[config.mk]
export PLATFORM = sky130hd
export DESIGN_NAME = biriscv_inst_queue_flat
export DESIGN_NICKNAME = d
export VERILOG_FILES = /design/src/rtl/biriscv_inst_queue_if.sv /design/src/rtl/biriscv_inst_queue.sv /design/src/flat_wrapper.sv
export SDC_FILE = /design/constraint.sdc
export NUM_CORES = 2
export LEC_CHECK = 0
export ABC_AREA = 1
export ABC_CLOCK_PERIOD_IN_PS = 6900
export BUFFER_PORTS_ARGS = -buffer_cell sky130_fd_sc_hd__clkbuf_2
export CAP_MARGIN = 25
export CELL_PAD_IN_SITES_DETAIL_PLACEMENT = 1
export CELL_PAD_IN_SITES_GLOBAL_PLACEMENT = 1
export CORE_ASPECT_RATIO = 0.6
export CORE_UTILIZATION = 47
export CTS_BUF_LIST = sky130_fd_sc_hd__clkbuf_16
export CTS_CLUSTER_DIAMETER = 150
export DETAILED_ROUTE_END_ITERATION = 8
export GPL_TIMING_DRIVEN = 0
export PLACE_DENSITY = 0.94
export SYNTH_ARGS = -nofsm -noshare
export SYNTH_HDL_FRONTEND = slang
export SYNTH_SLANG_ARGS = --single-unit
export TNS_END_PERCENT = 5
[constraint.sdc]
create_clock -name clk_i -period 6.9 [get_ports clk_i]
set_clock_uncertainty 0.2 [all_clocks]
set_input_delay 0.69 -clock clk_i [delete_from_list [all_inputs] [get_ports clk_i]]
set_output_delay 0.69 -clock clk_i [all_outputs]
set_load 0.005 [all_outputs]
[src/rtl/biriscv_inst_queue_if.sv]
// Fetch-to-decode handshake bundle for the instruction queue.
// The slave side is the queue itself; the master side is fetch plus decode.
interface biriscv_inst_queue_if;
  logic        flush_i;
  logic        in_valid_i;
  logic [63:0] in_instr_i;
  logic [31:0] in_pc_i;
  logic [1:0]  in_pred_i;
  logic        in_fault_fetch_i;
  logic        in_fault_page_i;
  logic        in_accept_o;

  logic        out0_valid_o;
  logic [31:0] out0_instr_o;
  logic [31:0] out0_pc_o;
  logic        out0_pred_o;
  logic        out0_fault_fetch_o;
  logic        out0_fault_page_o;
  logic        out0_accept_i;

  logic        out1_valid_o;
  logic [31:0] out1_instr_o;
  logic [31:0] out1_pc_o;
  logic        out1_pred_o;
  logic        out1_fault_fetch_o;
  logic        out1_fault_page_o;
  logic        out1_accept_i;

  modport slave (
    input  flush_i, in_valid_i, in_instr_i, in_pc_i, in_pred_i,
    input  in_fault_fetch_i, in_fault_page_i, out0_accept_i, out1_accept_i,
    output in_accept_o,
    output out0_valid_o, out0_instr_o, out0_pc_o, out0_pred_o,
    output out0_fault_fetch_o, out0_fault_page_o,
    output out1_valid_o, out1_instr_o, out1_pc_o, out1_pred_o,
    output out1_fault_fetch_o, out1_fault_page_o
  );

  modport master (
    output flush_i, in_valid_i, in_instr_i, in_pc_i, in_pred_i,
    output in_fault_fetch_i, in_fault_page_i, out0_accept_i, out1_accept_i,
    input  in_accept_o,
    input  out0_valid_o, out0_instr_o, out0_pc_o, out0_pred_o,
    input  out0_fault_fetch_o, out0_fault_page_o,
    input  out1_valid_o, out1_instr_o, out1_pc_o, out1_pred_o,
    input  out1_fault_fetch_o, out1_fault_page_o
  );
endinterface

[src/rtl/biriscv_inst_queue.sv]
// Instruction queue: splits 64-bit fetch bundles into 32-bit instructions, buffers them in a
// circular FIFO and presents up to two in-order instructions per cycle to dual-issue decode.
module biriscv_inst_queue #(
  parameter int unsigned DEPTH = 8
) (
  input logic                  clk_i,
  input logic                  rst_i,
  biriscv_inst_queue_if.slave  q_if
);

  localparam int unsigned PtrW = $clog2(DEPTH);
  localparam int unsigned CntW = PtrW + 1;
  localparam logic [CntW-1:0] DepthCnt = CntW'(DEPTH);

  typedef struct packed {
    logic [31:0] instr;
    logic [29:0] pc;
    logic        pred;
    logic        fault_fetch;
    logic        fault_page;
  } entry_t;

  entry_t          mem_q [DEPTH];
  logic [PtrW-1:0] wr_ptr_q, wr_ptr_d, rd_ptr_q, rd_ptr_d;
  logic [PtrW-1:0] wr_ptr_inc, rd_ptr_inc;
  logic [CntW-1:0] count_q, count_d;
  logic [CntW-1:0] space;
  logic [CntW-1:0] push_cnt, pop_cnt;

  logic   accept;
  logic   valid0, valid1;
  logic   slot0_en, slot1_en;
  logic   push_en, wr0_en, wr1_en;
  logic   pop0, pop1;
  entry_t slot0_e, slot1_e, wr0_e;
  entry_t head0_e, head1_e;

  // Low PC bits are implied by slot position; only bit 2 matters.
  logic unused_pc;
  assign unused_pc = ^q_if.in_pc_i[1:0];

  assign wr_ptr_inc = wr_ptr_q + PtrW'(1);
  assign rd_ptr_inc = rd_ptr_q + PtrW'(1);

  // Acceptance uses the registered count only, so it never waits on decode.
  assign space  = DepthCnt - count_q;
  assign accept = (space >= CntW'(2)) & ~q_if.flush_i;
  assign valid0 = (count_q != '0) & ~q_if.flush_i;
  assign valid1 = (count_q > CntW'(1)) & ~q_if.flush_i;

  always_comb begin
    slot0_e = '{
      instr:       q_if.in_instr_i[31:0],
      pc:          {q_if.in_pc_i[31:3], 1'b0},
      pred:        q_if.in_pred_i[0],
      fault_fetch: q_if.in_fault_fetch_i,
      fault_page:  q_if.in_fault_page_i
    };
    slot1_e = '{
      instr:       q_if.in_instr_i[63:32],
      pc:          {q_if.in_pc_i[31:3], 1'b1},
      pred:        q_if.in_pred_i[1],
      fault_fetch: q_if.in_fault_fetch_i,
      fault_page:  q_if.in_fault_page_i
    };
  end

  // A predicted-taken slot0 redirects fetch, so slot1 is off the path.
  assign slot0_en = ~q_if.in_pc_i[2];
  assign slot1_en = ~(slot0_en & q_if.in_pred_i[0]);

  assign push_en = q_if.in_valid_i & accept;
  assign wr0_en  = push_en & (slot0_en | slot1_en);
  assign wr1_en  = push_en & slot0_en & slot1_en;
  assign wr0_e   = slot0_en ? slot0_e : slot1_e;

  assign pop0 = valid0 & q_if.out0_accept_i;
  assign pop1 = valid1 & q_if.out1_accept_i & pop0;

  assign push_cnt = CntW'(wr0_en) + CntW'(wr1_en);
  assign pop_cnt  = CntW'(pop0) + CntW'(pop1);

  always_comb begin
    count_d  = count_q + push_cnt - pop_cnt;
    wr_ptr_d = wr_ptr_q + PtrW'(push_cnt);
    rd_ptr_d = rd_ptr_q + PtrW'(pop_cnt);
    if (q_if.flush_i) begin
      count_d  = '0;
      wr_ptr_d = '0;
      rd_ptr_d = '0;
    end
  end

  always_ff @(posedge clk_i or negedge rst_i) begin
    if (!rst_i) begin
      count_q  <= '0;
      wr_ptr_q <= '0;
      rd_ptr_q <= '0;
    end else begin
      count_q  <= count_d;
      wr_ptr_q <= wr_ptr_d;
      rd_ptr_q <= rd_ptr_d;
    end
  end

  always_ff @(posedge clk_i or negedge rst_i) begin
    if (!rst_i) begin
      for (int i = 0; i < int'(DEPTH); i++) begin
        mem_q[i] <= '0;
      end
    end else begin
      if (wr0_en) begin
        mem_q[wr_ptr_q] <= wr0_e;
      end
      if (wr1_en) begin
        mem_q[wr_ptr_inc] <= slot1_e;
      end
    end
  end

  assign head0_e = mem_q[rd_ptr_q];
  assign head1_e = mem_q[rd_ptr_inc];

  assign q_if.in_accept_o        = accept;

  assign q_if.out0_valid_o       = valid0;
  assign q_if.out0_instr_o       = head0_e.instr;
  assign q_if.out0_pc_o          = {head0_e.pc, 2'b00};
  assign q_if.out0_pred_o        = head0_e.pred;
  assign q_if.out0_fault_fetch_o = head0_e.fault_fetch;
  assign q_if.out0_fault_page_o  = head0_e.fault_page;

  assign q_if.out1_valid_o       = valid1;
  assign q_if.out1_instr_o       = head1_e.instr;
  assign q_if.out1_pc_o          = {head1_e.pc, 2'b00};
  assign q_if.out1_pred_o        = head1_e.pred;
  assign q_if.out1_fault_fetch_o = head1_e.fault_fetch;
  assign q_if.out1_fault_page_o  = head1_e.fault_page;

endmodule
[src/flat_wrapper.sv]
// flat-port wrapper written by rule: the top's interface ports become plain ports
module biriscv_inst_queue_flat 
#(
  parameter int unsigned DEPTH = 8
)
  (clk_i, rst_i, q_if_flush_i, q_if_in_valid_i, q_if_in_instr_i, q_if_in_pc_i, q_if_in_pred_i, q_if_in_fault_fetch_i, q_if_in_fault_page_i, q_if_out0_accept_i, q_if_out1_accept_i, q_if_in_accept_o, q_if_out0_valid_o, q_if_out0_instr_o, q_if_out0_pc_o, q_if_out0_pred_o, q_if_out0_fault_fetch_o, q_if_out0_fault_page_o, q_if_out1_valid_o, q_if_out1_instr_o, q_if_out1_pc_o, q_if_out1_pred_o, q_if_out1_fault_fetch_o, q_if_out1_fault_page_o);
  biriscv_inst_queue_if q_if_i ();
  input logic clk_i;
  input logic rst_i;
  input wire logic [$bits(q_if_i.flush_i)-1:0] q_if_flush_i;
  input wire logic [$bits(q_if_i.in_valid_i)-1:0] q_if_in_valid_i;
  input wire logic [$bits(q_if_i.in_instr_i)-1:0] q_if_in_instr_i;
  input wire logic [$bits(q_if_i.in_pc_i)-1:0] q_if_in_pc_i;
  input wire logic [$bits(q_if_i.in_pred_i)-1:0] q_if_in_pred_i;
  input wire logic [$bits(q_if_i.in_fault_fetch_i)-1:0] q_if_in_fault_fetch_i;
  input wire logic [$bits(q_if_i.in_fault_page_i)-1:0] q_if_in_fault_page_i;
  input wire logic [$bits(q_if_i.out0_accept_i)-1:0] q_if_out0_accept_i;
  input wire logic [$bits(q_if_i.out1_accept_i)-1:0] q_if_out1_accept_i;
  output wire logic [$bits(q_if_i.in_accept_o)-1:0] q_if_in_accept_o;
  output wire logic [$bits(q_if_i.out0_valid_o)-1:0] q_if_out0_valid_o;
  output wire logic [$bits(q_if_i.out0_instr_o)-1:0] q_if_out0_instr_o;
  output wire logic [$bits(q_if_i.out0_pc_o)-1:0] q_if_out0_pc_o;
  output wire logic [$bits(q_if_i.out0_pred_o)-1:0] q_if_out0_pred_o;
  output wire logic [$bits(q_if_i.out0_fault_fetch_o)-1:0] q_if_out0_fault_fetch_o;
  output wire logic [$bits(q_if_i.out0_fault_page_o)-1:0] q_if_out0_fault_page_o;
  output wire logic [$bits(q_if_i.out1_valid_o)-1:0] q_if_out1_valid_o;
  output wire logic [$bits(q_if_i.out1_instr_o)-1:0] q_if_out1_instr_o;
  output wire logic [$bits(q_if_i.out1_pc_o)-1:0] q_if_out1_pc_o;
  output wire logic [$bits(q_if_i.out1_pred_o)-1:0] q_if_out1_pred_o;
  output wire logic [$bits(q_if_i.out1_fault_fetch_o)-1:0] q_if_out1_fault_fetch_o;
  output wire logic [$bits(q_if_i.out1_fault_page_o)-1:0] q_if_out1_fault_page_o;
  assign q_if_i.flush_i = q_if_flush_i;
  assign q_if_i.in_valid_i = q_if_in_valid_i;
  assign q_if_i.in_instr_i = q_if_in_instr_i;
  assign q_if_i.in_pc_i = q_if_in_pc_i;
  assign q_if_i.in_pred_i = q_if_in_pred_i;
  assign q_if_i.in_fault_fetch_i = q_if_in_fault_fetch_i;
  assign q_if_i.in_fault_page_i = q_if_in_fault_page_i;
  assign q_if_i.out0_accept_i = q_if_out0_accept_i;
  assign q_if_i.out1_accept_i = q_if_out1_accept_i;
  assign q_if_in_accept_o = q_if_i.in_accept_o;
  assign q_if_out0_valid_o = q_if_i.out0_valid_o;
  assign q_if_out0_instr_o = q_if_i.out0_instr_o;
  assign q_if_out0_pc_o = q_if_i.out0_pc_o;
  assign q_if_out0_pred_o = q_if_i.out0_pred_o;
  assign q_if_out0_fault_fetch_o = q_if_i.out0_fault_fetch_o;
  assign q_if_out0_fault_page_o = q_if_i.out0_fault_page_o;
  assign q_if_out1_valid_o = q_if_i.out1_valid_o;
  assign q_if_out1_instr_o = q_if_i.out1_instr_o;
  assign q_if_out1_pc_o = q_if_i.out1_pc_o;
  assign q_if_out1_pred_o = q_if_i.out1_pred_o;
  assign q_if_out1_fault_fetch_o = q_if_i.out1_fault_fetch_o;
  assign q_if_out1_fault_page_o = q_if_i.out1_fault_page_o;
  biriscv_inst_queue #(.DEPTH(DEPTH)) u_core (.clk_i(clk_i), .rst_i(rst_i), .q_if(q_if_i));
endmodule
==> impl_metrics.env <==
export IMPL_status="finished clean"
export IMPL_clockRootBuffer="clkbuf_16"
export IMPL_total_power_w=0.0166
export IMPL_grt_util_all_layers_pct=56.5
export IMPL_clock_sink_count=530
export IMPL_p_switching_w=0.00835
export IMPL_final_nets=5760
export IMPL_regToRegEndpoint="u_core.count_q[3]$_DFF_PN0_"
export IMPL_core_area_mm2=0.0723
export IMPL_cts_made_buffers=55
export IMPL_dpl_instance_area_mm2=0.0370
export IMPL_ff2ff_path_depth=19
export IMPL_port_buffer_count=169
export IMPL_crit_fanout=10
export IMPL_drcViolationCount=0
export IMPL_p_sw_share_pct=50.3
export IMPL_p_int_w=0.00827
export IMPL_antenna_found_initial=5
export IMPL_first_iter_violations=8492
export IMPL_grt_most_used_layer="met1"
export IMPL_tightest_slew_ns=1.37
export IMPL_synth_cells=5370
export IMPL_comb_power_share_pct=51.2
export IMPL_dieArea_mm2=0.0746
export IMPL_syn_cell_area_mm2=0.0346
export IMPL_crit_type="flop to output pin"
export IMPL_grt_first_pass_wirelength_um=304000
export IMPL_required_ns=6.01
export IMPL_fin_hold_ws_ns=0.125
export IMPL_worstReg2RegStart="u_core.count_q[1]$_DFF_PN0_"
export IMPL_max_cap_violations=0
export IMPL_tritoncts="yes"
export IMPL_die_width_um=352
export IMPL_multiInputGateArea_mm2=0.0177
export IMPL_fin_cells=6661
export IMPL_relSlewSlack_pct=7.72
export IMPL_grt_pass1_vias=43957
export IMPL_design_portCount=243
export IMPL_grt_use_met2_pct=72.8
export IMPL_drive_gt1_share_pct=8.17
export IMPL_rsz0062_at_grt="false"
export IMPL_p_clk_share_pct=20.1
export IMPL_fillers=9822
export IMPL_routed_wl_um=217000
export IMPL_cts_hold_buf=1
export IMPL_cp_start_kind="flop"
export IMPL_synth_flop_cell="dfrtp_1"
export IMPL_initial_core_util_pct=47.8
export IMPL_final_util_pct=54.1
export IMPL_dp_cells=6534
export IMPL_synth_seq_cells=530
export IMPL_reg2reg_slack_ns=2.06
export IMPL_ys_seq_area_share_pct=38.4
export IMPL_crit_arrival_ns=4.63
export IMPL_max_freq_ghz=0.181
export IMPL_hold_path_class="input port to flop"
export IMPL_rows=76
export IMPL_holdPathStages=3
export IMPL_finalInstanceArea_mm2=0.0391
export IMPL_grt_use_met3_pct=29.8
export IMPL_synth_area_per_cell_um2=6.43
export IMPL_routedWlPerCell_um=32.6
export IMPL_synth_edf_count=0
export IMPL_clkTransAtPathRegs_ns=0.07
export IMPL_drv_slew=0
export IMPL_met1_usage_pct=75.1
export IMPL_postRouteAntennaNets=0
export IMPL_die_h_um=212
export IMPL_finalWeightedCongestion=1.07
export IMPL_post_route_period_util_pct=79.9
export IMPL_finalHoldViolCount=0
export IMPL_end_kind="output pin"
export IMPL_dp_hpwl_um=155000
export IMPL_whs_endpoint="u_core.mem_q[7]$_DFF_PN0_"
export IMPL_syn2layout_area_growth_pct=13.2
export IMPL_hold_start="q_if_in_pc_i[6]"
export IMPL_min_period_ns=5.52
export IMPL_p_leak_nw=19.3
export IMPL_clock_path_buffers=3
export IMPL_dr_pass1_iters=7
export IMPL_async_flop_share_pct=100
export IMPL_ys_types=31
export IMPL_cts_setup_buffers=0
export IMPL_clock_latency_ns=0.69
export IMPL_pwr_share_seq_pct=28.7
export IMPL_grt_max_degree=109
export IMPL_ir_drop_uv=244
export IMPL_gr_total_overflow=0
export IMPL_vias=45558
export IMPL_seqCellArea_mm2=0.0133
export IMPL_ctsResizeCount=0
export IMPL_avgViaCountPerCell=6.84
export IMPL_setup_viol_count_final=0
export IMPL_synth_warnings=0
export IMPL_power_density_mw_per_mm2=425
export IMPL_htreeDepth=2
per-stage QoR:
step | setup WS [ns] | TNS (ns)
2_1_floorplan | 3.33 | 0
3_3_place_gp | -8.27 | -4300.84
3_5_place_dp | 1.93 | 0
4_1_cts | 1.22 | 0
5_1_grt | 1.54 | 0
6_report | 1.38 | 0
power by group through the flow:
stage | logic (W) | clock network [W] | registers [W]
final | 0.00851 | 0.00333 | 0.00477
after floorplan | 0.00436 | 0 | 0.00448
after CTS | 0.00780 | 0.00324 | 0.00469
after global placement | 0.00741 | 0 | 0.00468
after global routing | 0.00878 | 0.00335 | 0.00481
after detailed placement | 0.00771 | 0 | 0.00472
registers in the layout, indices dropped and copies added (netlist names):
| name | count |
|---|---|
| u_core.count_q | 4 |
| u_core.rd_ptr_q | 3 |
| u_core.wr_ptr_q | 3 |
| u_core.mem_q | 520 |
final cells by class:
cell class	count	share of cell area, %
Multi-Input combinational cell	3947	45.3
Buffer	488	5.25
Clock inverter	45	1.15
Timing Repair Buffer	207	3.74
Clock buffer	56	3.58
Tap cell	975	3.12
Inverter	408	3.92
Antenna cell	5	0.0320
Sequential cell	530	33.9
synthesized netlist by cell type (40+ instances only):
library cell,n,area (um2)
nand2_1,1754,6580
o21ai_0,572,2860
dfrtp_1,530,13300
nand3_1,450,2250
nor2_1,434,1630
a21oi_1,428,2140
inv_1,400,1500
clkbuf_1,295,1110
buf_2,144,721
a31oi_1,98,613
nand4_1,81,507
o211ai_1,40,300
worst max-delay path: stages, from the launching register on:
cell and delay, ns:
dfrtp_1 0.46, clkbuf_1 0.49, inv_1 0.29, clkbuf_1 0.44
buf_6 0.30, clkbuf_1 0.50, a21oi_1 0.29, o21ai_0 0.11
a31oi_1 0.78, clkbuf_2 0.25
logic make-up after synthesis:
kind of cell / share of synthesized area, %
DFF: 38.4
other: 0.0109
and+or+nand+nor: 32.1
buffers and inverters: 10.4
muxes: 0.261
adders and majority gates: 0.703
AOI/OAI and AO/OA: 18.1
xor gates and xnor gates: 0.101
metal layers:
layer | vias up | share of wire (%)
met5 | - | 0.30
met4 | 19 | 5.5
met3 | 994 | 19
met2 | 4478 | 37
met1 | 22154 | 38
li1 | 17913 | -
worst max-delay path by stage:
stage | start | to | depth (start not counted)
2_1_floorplan | u_core.count_q[1]$_DFF_PN0_ | u_core.count_q[3]$_DFF_PN0_ | 19
4_1_cts | u_core.rd_ptr_q[0]$_DFF_PN0_ | q_if_out1_instr_o[27] | 7
6_report | u_core.rd_ptr_q[1]$_DFF_PN0_ | q_if_out0_instr_o[31] | 9
3_5_place_dp | u_core.rd_ptr_q[0]$_DFF_PN0_ | q_if_out1_instr_o[27] | 7
5_1_grt | u_core.rd_ptr_q[1]$_DFF_PN0_ | q_if_out0_instr_o[27] | 11
3_3_place_gp | rst_i | u_core.mem_q[6]$_DFF_PN0_ | 1
cells in the final DEF (no fill, tap or decap), types with 13 or more instances in the layout:
master / n
a32oi_1: 32
ha_1: 13
a21oi_1: 428
a31oi_1: 98
clkbuf_16: 56
buf_8: 23
nand4_1: 81
nand2_1: 1754
o21ai_0: 572
buf_2: 144
o211ai_1: 40
nand3_1: 450
nor2_1: 434
clkbuf_1: 295
buf_1: 36
clkinv_1: 13
inv_1: 409
dfrtp_1: 530
clkbuf_2: 171
(Power assumes the default switching activity.)
